$ cat src/rtl/secuenciador_instr.sv
// Instruction sequencer: loadable program store, PC and run/step FSM feeding one
// instruction per FETCH+EXEC pair to a single-cycle datapath.
module secuenciador_instr #(
   parameter int         AW      = 5,
   parameter logic [5:0] OP_HALT = 6'h3F,
   parameter logic [5:0] OP_BEQ  = 6'h04,
   parameter logic [5:0] OP_J    = 6'h02
) (
   input  logic          clk,
   input  logic          rst,
   input  logic          start,
   input  logic          step_mode,
   input  logic          step,
   input  logic          prog_we,
   input  logic [AW-1:0] prog_addr,
   input  logic [31:0]   prog_data,
   input  logic          zf,
   output logic [31:0]   instruccion,
   output logic          ejecutar,
   output logic [AW-1:0] pc,
   output logic          busy,
   output logic          done,
   output logic          fin_mem
);

   localparam int            DEPTH   = 2**AW;
   localparam logic [AW-1:0] PC_ONE  = AW'(1);
   localparam logic [AW-1:0] PC_LAST = '1;

   typedef enum logic [2:0] {
      S_IDLE,
      S_FETCH,
      S_EXEC,
      S_HOLD,
      S_STOP
   } state_t;

   state_t        state_q, state_d;
   logic [AW-1:0] pc_q, pc_d;
   logic          fin_mem_q, fin_mem_d;
   logic          done_q, done_d;
   logic          busy_q, busy_d;

   logic [31:0]   mem [DEPTH];
   logic [31:0]   instr_q;

   logic          prog_open;
   logic          fetch_en;
   logic          is_halt, is_beq, is_j;
   logic          beq_taken;
   logic [AW-1:0] imm_w;
   logic [AW-1:0] pc_seq, br_target, j_target;

   // Program store: written only while the sequencer is parked, read once per FETCH.
   assign prog_open = (state_q == S_IDLE) || (state_q == S_STOP);
   assign fetch_en  = (state_q == S_FETCH);

   always_ff @(posedge clk) begin
      if (prog_we && prog_open) begin
         mem[prog_addr] <= prog_data;
      end
      if (fetch_en) begin
         instr_q <= mem[pc_q];
      end
   end

   // Instruction decode of the fetched word.
   assign is_halt   = (instr_q[31:26] == OP_HALT);
   assign is_beq    = (instr_q[31:26] == OP_BEQ);
   assign is_j      = (instr_q[31:26] == OP_J);
   assign beq_taken = is_beq && zf;

   // Sign-extend the 16-bit offset, then keep only the PC width so targets wrap.
   assign imm_w     = AW'(signed'(instr_q[15:0]));
   assign pc_seq    = pc_q + PC_ONE;
   assign br_target = pc_seq + imm_w;
   assign j_target  = instr_q[AW-1:0];

   always_comb begin
      state_d   = state_q;
      pc_d      = pc_q;
      fin_mem_d = fin_mem_q;

      case (state_q)
         S_IDLE, S_STOP: begin
            if (start) begin
               state_d   = S_FETCH;
               pc_d      = '0;
               fin_mem_d = 1'b0;
            end
         end
         S_FETCH: begin
            state_d = S_EXEC;
         end
         S_EXEC: begin
            if (is_halt) begin
               state_d = S_STOP;
            end else if (beq_taken || is_j) begin
               pc_d    = beq_taken ? br_target : j_target;
               state_d = step_mode ? S_HOLD : S_FETCH;
            end else if (pc_q == PC_LAST) begin
               // Falling off the end of the store: stop on the last address.
               fin_mem_d = 1'b1;
               state_d   = S_STOP;
            end else begin
               pc_d    = pc_seq;
               state_d = step_mode ? S_HOLD : S_FETCH;
            end
         end
         S_HOLD: begin
            if (step || !step_mode) begin
               state_d = S_FETCH;
            end
         end
         default: begin
            state_d = S_IDLE;
         end
      endcase

      done_d = (state_d == S_STOP) && (state_q != S_STOP);
      busy_d = (state_d == S_FETCH) || (state_d == S_EXEC) || (state_d == S_HOLD);
   end

   always_ff @(posedge clk or posedge rst) begin
      if (rst) begin
         state_q   <= S_IDLE;
         pc_q      <= '0;
         fin_mem_q <= 1'b0;
         done_q    <= 1'b0;
         busy_q    <= 1'b0;
      end else begin
         state_q   <= state_d;
         pc_q      <= pc_d;
         fin_mem_q <= fin_mem_d;
         done_q    <= done_d;
         busy_q    <= busy_d;
      end
   end

   // Qualified from the async-reset state, so a reset drops the commit in the same cycle
   // and the unreset fetch register never leaks onto the datapath.
   assign ejecutar    = (state_q == S_EXEC) && !is_halt;
   assign instruccion = ejecutar ? instr_q : 32'h0;
   assign pc          = pc_q;
   assign busy        = busy_q;
   assign done        = done_q;
   assign fin_mem     = fin_mem_q;

endmodule
$ cat config.mk
export PLATFORM = sky130hd
export DESIGN_NAME = secuenciador_instr
export DESIGN_NICKNAME = d
export VERILOG_FILES = /design/src/rtl/secuenciador_instr.sv
export SDC_FILE = /design/constraint.sdc
export NUM_CORES = 1
export LEC_CHECK = 0
export ABC_CLOCK_PERIOD_IN_PS = 3700
export CORE_UTILIZATION = 58
export DETAILED_ROUTE_END_ITERATION = 16
export PLACE_DENSITY = 0.79
export SYNTH_ARGS = -nofsm -noshare
export SYNTH_HDL_FRONTEND = slang
export SYNTH_SLANG_ARGS = --single-unit
$ cat constraint.sdc
create_clock -name clk -period 3.7 [get_ports clk]
set_input_delay 0.74 -clock clk [delete_from_list [all_inputs] [get_ports clk]]
set_output_delay 0.74 -clock clk [all_outputs]
set_load 0.02 [all_outputs]
**Word level (Yosys, flattened, before mapping)**

Memories as Yosys holds them, arrays and structs flattened. A register that Yosys moved wholly into a read port is not among the register bits.
Index checks and enable logic that the tools add are counted.

- Reductions and logical operators: 16
- Equality and inequality tests: 18
- Add/sub/neg operators: 2
- Mux-type cells: 21

Operators with widths:

| operator | number |
|---|---|
| 2-to-1 mux 32 bit | 1 |
| 2-to-1 mux 5 bit | 5 |
| 2-to-1 mux 3 bit | 5 |
| == test 3 x 2 -> 1 bit, second input constant | 4 |
| one-hot mux 3 bit (4 select lines) | 1 |
| one-hot mux 5 bit (2 select lines) | 1 |
| != test 2 bit, second input constant | 4 |
| == test 3 x 1 -> 1 bit, second input constant | 2 |
| == test 3 bit, second input constant | 2 |
| == test 6 x 2 -> 1 bit, second input constant | 1 |
| == test 6 x 3 -> 1 bit, second input constant | 1 |
| == test 6 bit, second input constant | 1 |
| 2-to-1 mux 1 bit | 6 |
| != test 3 bit, second input constant | 2 |
| adder 5 x 1 -> 5 bit, second input constant | 1 |
| adder 5 bit | 1 |
| == test 5 bit, second input constant | 1 |
| logical OR 1 bit | 5 |
| AND reduction 5 bit | 1 |
| logical AND 1 bit | 4 |
| AND reduction 4 bit | 1 |
| zero test 3 bit | 1 |
| zero test 1 bit | 2 |
| 2-to-1 mux 2 bit | 1 |
| other kinds (3) | 3 |

- Output and inout bits: 41
- Word-level logic and storage cells: 63
- Memories kept: 1
- Register bits after elaboration: 11
- Bits in writable memories: 1024

Memories:

| memory | words | bits a word | read ports | clocked after memory_dff | wr ports | line | source |
|---|---|---|---|---|---|---|---|
| mem | 32 | 32 | 1 | 1 | 1 | 44 | `logic [31:0] mem [DEPTH];` |

**Logic depth before layout (Yosys ltp)**

Gate-level depths: netlist of the first run.

- Depth after elaboration: 9
- Mapped depth: 12
- Gate-level depth less buffers: 9

**Worst setup path after synthesis of the first run**

Ideal clock, no wire load.

- Kind: input -> register
- From: in prog_addr[1]
- To: mem mem[12][0] (enable)
- Data arrival time: 2.657 ns
- Cell stages on the path: 3
- Slack: 0.622 ns
- Library setup time: 0.421 ns
- Required time: 3.279 ns
- Cells stage by stage: or3_1 -> clkbuf_1 -> nor2_1

RTL lines:

| item | line | source |
|---|---|---|
| start, declared | 15 | `input logic [AW-1:0] prog_addr,` |
| end, declared | 44 |  |

Straight into the memory's write port.

**Worst setup path in the final report of the first run**

- From: reg state_q[1]
- To: out instruccion[7]

- Longest elaborated chain between the ends: 3

Ends and longest elaborated chain:

| item | line | source |
|---|---|---|
| start, declared | 38 | `state_t state_q, state_d;` |
| start signal, assigned | 132 | `state_q <= state_d;` |
| == test 3 x 2 -> 1 bit | 142 | `assign ejecutar = (state_q == S_EXEC) && !is_halt;` |
| logical AND 1 bit | 142 |  |
| 2-to-1 mux 32 bit | 143 | `assign instruccion = ejecutar ? instr_q : 32'h0;` |
| end, declared | 18 | `output logic [31:0] instruccion,` |

Every way passes these cells.

==> results of run 1 <==
==> power by group <==
part	total [uW]	switching, uW	internal [uW]	leakage (uW)
Sequential	14300	534	13800	0.00964
Combinational	6750	3330	3420	0.00325
Clock	10100	4470	5610	0.00155
Total	31100	8330	22800	0.0144
==> how the worst min path moves through the flow <==
stage                                      end  cells past startpoint  slack (ns)
final                      fin_mem$_DFFE_PP0P_                      2        0.39
after global routing       fin_mem$_DFFE_PP0P_                      2        0.45
after CTS                  fin_mem$_DFFE_PP0P_                      2        0.39
after detailed placement   fin_mem$_DFFE_PP0P_                      2        0.51
after global placement    state_q[2]$_DFF_PP0_                      1        0.50
after floorplan           state_q[2]$_DFF_PP0_                      1        0.47
==> metal layers <==
metal  share of wire  up-vias  routed length (um)  track usage
met5         0.00044        -                  45            0
met1            0.35    10250               35030       0.3926
met2            0.50     1479               50400       0.4758
li1                -     7572                   -            -
met4           0.037        6                3698       0.1070
met3            0.12      246               12070      0.06721
==> through the flow <==
stage          total power, uW  cells  cell area, um^2  setup slack [ns]
3_3_place_gp             21030   2710            43890            0.6871
6_report                 31130   2892            47090           0.09306
3_5_place_dp             21180   2711            43910            0.6572
5_1_grt                  31990   2890            47080           0.07726
2_1_floorplan            18850   1670            40940            0.6222
4_1_cts                  31260   2890            47080            0.2099
==> placed cells by master (no fill, tap or decap), types with 20 or more instances in the layout <==
cell type        synthesis  layout
buf_12                   0      29
nor2_4                   0      33
clkbuf_1                37      20
and2_1                  32      32
mux4_2                 320     320
clkbuf_16                0     100
clkdlybuf4s50_1          0      84
mux2_2                  32      32
edfxtp_1              1056    1056
buf_4                   20      70
clkinv_2                 0      21
==> logic make-up (layout without fill, tap and decap cells) <==
group,count (synthesis),in the layout
buf+inv,89,369
other cells,0,2
simple gates,122,122
compound gates,26,26
flops,1067,1067
xor+xnor,4,4
fa+ha+maj,7,7
mux,355,355
==> state kept, by name, summed over array words and instances (netlist names) <==
name     count
state_q      3
fin_mem      1
done         1
mem       1024
instr_q     32
busy         1
pc           5
==> final cells by class <==
type	count	area, um^2
multi-input combinational	514	8763
fill	4108	22820
tap	940	1176
antenna	2	5.005
sequential	1067	32000
timing repair buffer	183	1947
inverter	7	26.28
clock inverter	59	590.6
clock buffer	120	2577
==> summary.md, run 1 <==
| Metric | Value |
|---|---|
| GRT Residual Overflow | `0` |
| Slew margin rel. | `0.1680` |
| Final Cycle Share | `0.9748` |
| Total Routing Usage GR | `0.2927` |
| FF-to-FF Start | `pc[0]$_DFFE_PP0P_` |
| Final slew viol count | `0` |
| Placed wire-length estimate | `54580 um` |
| FP Rows | `97` |
| Worst-path cell chain | `nor3b_1 -> o21a_1 -> buf_4 -> and2_1 -> clkdlybuf4s50_1` |
| Hold WS | `0.3950 ns` |
| Slowest stage cell, crit path | `clkdlybuf4s50_1` |
| Clock sinks | `1067` |
| Post-synthesis compound-gate area fraction | `0.004157` |
| Crit. End Element | `output pin` |
| Core region area | `69910 um^2` |
| CP startpoint | `state_q[1]$_DFF_PP0_` |
| Total number of yosys warnings | `0` |
| CTS tree | `built` |
| Startpoint Class | `flop` |
| Share of post-route cells with drive strength above 1 | `0.3251` |
| Adder-cell share of the synthesized area | `0.002323` |
| Yosys reg bits | `1067` |
| Count leader, synth | `edfxtp_1` |
| Status | `complete, no violations` |
| Fin. Hold Viols | `0` |
| CP Data Arrival Time | `2.87 ns` |
| Setup CP Type | `reg2out` |
| XOR/XNOR share of the synthesized area | `0.0008558` |
| Die Wd | `267.7 um` |
| Sequential share of the synthesized area | `0.7813` |
| Max-capacitance violation count | `0` |
| Die ar. | `71650 um^2` |
| VDD IR max | `0.5236 mV` |
| Post-synth EDFFs | `1056` |
| Worst R2R End | `instr_q[14]$_DFFE_PP_` |
| Worst path depth | `5` |
| Routed WL | `101200 um` |
| P&R area growth vs syn | `15.03%` |
| Largest family of logic cells by synthesized area | `multiplexers` |
| Clock root buffer | `clkbuf_16` |
| Synthesized net count | `1721` |
| WL/cell | `35.01 um` |
| Vert. Die Dim | `267.7 um` |
| DRT iter0 DRCs | `2833` |
| Initial Util | `0.5856` |
| Bufs and invs on worst path | `2` |
| Fin nets | `1924` |
| Share of the synthesized area in the top cell type | `0.7746` |
| Fin Setup TNS | `0 ns` |
| Crit-path leading delay family | `buffers and inverters` |
| Synthesized area | `40940 um^2` |
| Main area contributors after synthesis | `edfxtp_1 (77%), mux4_2 (18%), mux2_2 (0.88%)` |
| Worst skew pair latency | `0.67 ns` |
| Unrepaired setup endpoints after global routing | `no` |
| Gp weighted congestion | `0.8777` |
| Average instance area after synthesis | `24.51 um^2` |
| Hold-fix buffers, CTS | `0` |
| CTS max path bufs | `3` |
| Multiplexer area fraction after synthesis | `0.1856` |
| Buffers added on ports | `84` |
| Num CTS Buffers | `100` |
| Synth cell count leaders | `edfxtp_1 (1056), mux4_2 (320), nor2_1 (49)` |
| Vias in the first global route | `20190` |
| Resize count post-CTS | `0` |
| Tmin final | `3.607 ns` |
| Final ANT Viol Nets | `0` |
| Via density | `6.762` |
| Post-Synth Simple-Gate Area | `0.01510` |
| Post-synth ARST share | `0.01031` |
| Netlist cell types | `45` |
| Largest area contributor in the netlist | `edfxtp_1` |
| Worst-path clk slew | `0.07 ns` |
| Max incr delay on CP | `0.62 ns` |
| Setup violators final | `0` |
| Global-route wire length before repair | `144800 um` |
| Max frequency | `277.2 MHz` |
| CTS H-tree lvls | `3` |
| Setup Buffers After CTS | `0` |
| CP max FO | `12` |
| CP endpoint | `instruccion[7]` |
| Cell area power density | `661.1 nW/um^2` |
| Vias | `19560` |
| Reg2Reg Depth | `4` |
| Top FF cell, synth | `edfxtp_1` |
| Core Util, Final | `0.6736` |
| Number of detailed-route iterations in the first pass | `8` |
| FF-to-FF setup slack | `0.65 ns` |
| Largest net degree at the start of global routing | `49` |
| Synthesized netlist cell count | `1670` |
| Hold crit path type | `in2async` |
| I/O pin cnt | `85` |
| LEAKAGE | `0.01444 uW` |
| Worst-Margin Slew | `1.244 ns` |
| Worst clock skew | `0.03525 ns` |
| Number of antenna violations at the first check in global routing | `5` |
| Required @ worst endpoint | `2.96 ns` |
| Post-route DRC | `0` |
No activity file was read; power rests on OpenSTA's default activity.
==> run 2, diff against run 1 <==
==> config.mk (replaced) <==
export PLATFORM = sky130hd
export DESIGN_NAME = secuenciador_instr
export DESIGN_NICKNAME = d
export VERILOG_FILES = /design/src/rtl/secuenciador_instr.sv
export SDC_FILE = /design/constraint.sdc
export NUM_CORES = 1
export LEC_CHECK = 0
export ABC_CLOCK_PERIOD_IN_PS = 3300
export CORE_UTILIZATION = 56
export DETAILED_ROUTE_END_ITERATION = 16
export PLACE_DENSITY = 0.76
export SYNTH_ARGS = -nofsm -noshare
export SYNTH_HDL_FRONTEND = slang
export SYNTH_SLANG_ARGS = --single-unit
==> constraint.sdc (replaced) <==
create_clock -name clk -period 3.3 [get_ports clk]
set_input_delay 0.66 -clock clk [delete_from_list [all_inputs] [get_ports clk]]
set_output_delay 0.66 -clock clk [all_outputs]
set_load 0.02 [all_outputs]
==> run 2 against run 1 <==
  * Sequential share of layout area down 0.26 points
  * Sequential power up 10%
  * First-iteration DRC count down 12%
  * Hold slack worse by 0.061 ns
  * Global-route usage down 2.8 points
  * Critical endpoint is now instruccion[15]
  * Largest power group unchanged
==> summary.md, run 2 (synthesis results as in run 1) <==
| Metric | Value |
|---|---|
| Clock root buffer | `clkbuf_16` |
| Vias | `19010` |
| Routed WL | `95760 um` |
| Die Wd | `272.4 um` |
| Status | `complete, no violations` |
| WL/cell | `32.87 um` |
| Worst R2R End | `instr_q[14]$_DFFE_PP_` |
| Total power | `34650 uW` |
| CTS max path bufs | `3` |
| Leading cell type in the layout, fill and taps excluded | `edfxtp_1` |
| Setup Buffers After CTS | `0` |
| I/O pin cnt | `85` |
| CP max FO | `18` |
| Total Routing Usage GR | `0.2648` |
| Num CTS Buffers | `102` |
| Vias in the first global route | `19630` |
| FP Rows | `98` |
| Cell area power density | `733.0 nW/um^2` |
| Register bank with the most flops | `mem` |
| Number of detailed-route iterations in the first pass | `5` |
| Hold crit path type | `in2async` |
| DRT iter0 DRCs | `2495` |
| Slowest stage cell, crit path | `clkdlybuf4s50_1` |
| Vert. Die Dim | `272.4 um` |
| Hold-fix buffers, CTS | `0` |
| Slew margin rel. | `0.2248` |
| Setup CP Type | `reg2out` |
| M1 WL | `35880 um` |
| Crit. End Element | `output pin` |
| Worst-path clk slew | `0.06 ns` |
| Max reg flops | `1024` |
| Setup violators final | `0` |
| Fin. Hold Viols | `0` |
| Global-route wire length before repair | `137300 um` |
| Final Cycle Share | `0.9744` |
| Share of post-route cells with drive strength above 1 | `0.3255` |
| Tmin final | `3.215 ns` |
| Clock sinks | `1067` |
| Required @ worst endpoint | `2.64 ns` |
| Final ANT Viol Nets | `0` |
| Buffers added on ports | `84` |
| Placed wire-length estimate | `50580 um` |
| Worst-Margin Slew | `1.159 ns` |
| Core region area | `71850 um^2` |
| CTS H-tree lvls | `3` |
| Fin nets | `1931` |
| Antenna diode count | `0` |
| Post-route DRC | `0` |
| Fin Setup TNS | `0 ns` |
| Max frequency | `311.0 MHz` |
| Inst Count DP | `2726` |
| FF-to-FF setup slack | `0.51 ns` |
| VDD IR max | `0.5336 mV` |
| Largest net degree at the start of global routing | `62` |
| Die ar. | `74190 um^2` |
| GRT Residual Overflow | `0` |
| Gp weighted congestion | `0.8332` |
| Max-capacitance violation count | `0` |
| Worst-path cell chain | `nor3b_2 -> o21a_1 -> buf_6 -> and2_1 -> clkdlybuf4s50_1` |
| P&R area growth vs syn | `15.47%` |
| Commonest non-fill, non-tap cells in the layout | `edfxtp_1 (1056), mux4_2 (320), clkbuf_16 (102)` |
| Routed wl met3 | `10250 um` |
| Top Layer Used | `met5` |
| Final slew viol count | `0` |
| Hold WS | `0.3340 ns` |
| LEAKAGE | `0.01463 uW` |
| FF-to-FF Start | `pc[0]$_DFFE_PP0P_` |
| Initial Util | `0.5697` |
| Unrepaired setup endpoints after global routing | `no` |
| Core Util, Final | `0.6579` |
| CTS tree | `built` |
| Max incr delay on CP | `0.62 ns` |
| Reg2Reg Depth | `5` |
| WL met2 | `47220 um` |
| CP Data Arrival Time | `2.56 ns` |
| Worst skew pair latency | `0.68 ns` |
| Number of antenna violations at the first check in global routing | `1` |
| Startpoint Class | `flop` |
| Final std cells w/o fill | `2913` |
| Via density | `6.526` |
| Worst clock skew | `0.02798 ns` |
[run 2: cell count changes in the layout (fill, tap and decap cells not counted), moves of 3 or more]
cell             before  now
buf_12               29   38
buf_4                70   66
clkbuf_1             20   27
clkdlybuf4s50_1      84   75
clkinv_1             18   22
clkinv_2             21   18
dlymetal6s2s_1        0    8
[run 2: layout make-up]
class                      instances  area, um^2
fill                            4411       24580
timing repair buffer             188        2118
tap                              950        1189
sequential                      1067       32000
inverter                           7       26.28
clock inverter                    58       510.5
multi-input combinational        514        8768
clock buffer                     129        2654
[run 2: how the worst max path moves through the flow]
stage / startpoint / end / slack, ns / cells after the start
floorplan: prog_addr[1] / mem[12][0]$_DFFE_PP_ / 0.30 / 3
finish: state_q[0]$_DFF_PP0_ / instruccion[15] / 0.08 / 5
CTS: state_q[0]$_DFF_PP0_ / instruccion[24] / 0.005 / 5
global placement: prog_we / mem[22][9]$_DFFE_PP_ / 0.44 / 7
detailed placement: prog_we / mem[26][12]$_DFFE_PP_ / 0.49 / 6
global route: state_q[0]$_DFF_PP0_ / instruccion[14] / 0.005 / 5
[run 2: repair_timing]
item	4_1_cts	5_1_grt
hold endpoints to repair	0	0
pin swaps	0	0
gates resized for setup	3	8
setup endpoints to repair	19	8
[run 2: routing by layer]
metal	global-route usage	vias to the layer above
met4	0.07776	4
met5	0.01669	-
met3	0.06127	151
met2	0.4208	1122
met1	0.3709	10140
li1	-	7595
[run 2: power by group]
group | internal [uW] | switching, uW | leakage (uW)
logic | 3940 | 3720 | 0.00344
clock network | 6250 | 4910 | 0.00155
registers | 15400 | 385 | 0.00964
total | 25600 | 9010 | 0.0146
[run 2: worst max-delay path: cells and delay by family (launching register included)]
family                 cells  cell delay, ns
AO/OA/AOI/OAI              1            0.19
flip-flops                 1            0.45
AND/OR/NAND/NOR            2            0.41
buffers and inverters      2            0.84
[run 2: through the flow]
step                cell area, um^2  worst slack (ns)
floorplan                     40940            0.3022
global route                  47270          0.004778
global placement              44070            0.4360
CTS                           47250          0.005293
finish                        47270           0.08460
detailed placement            44070            0.4934
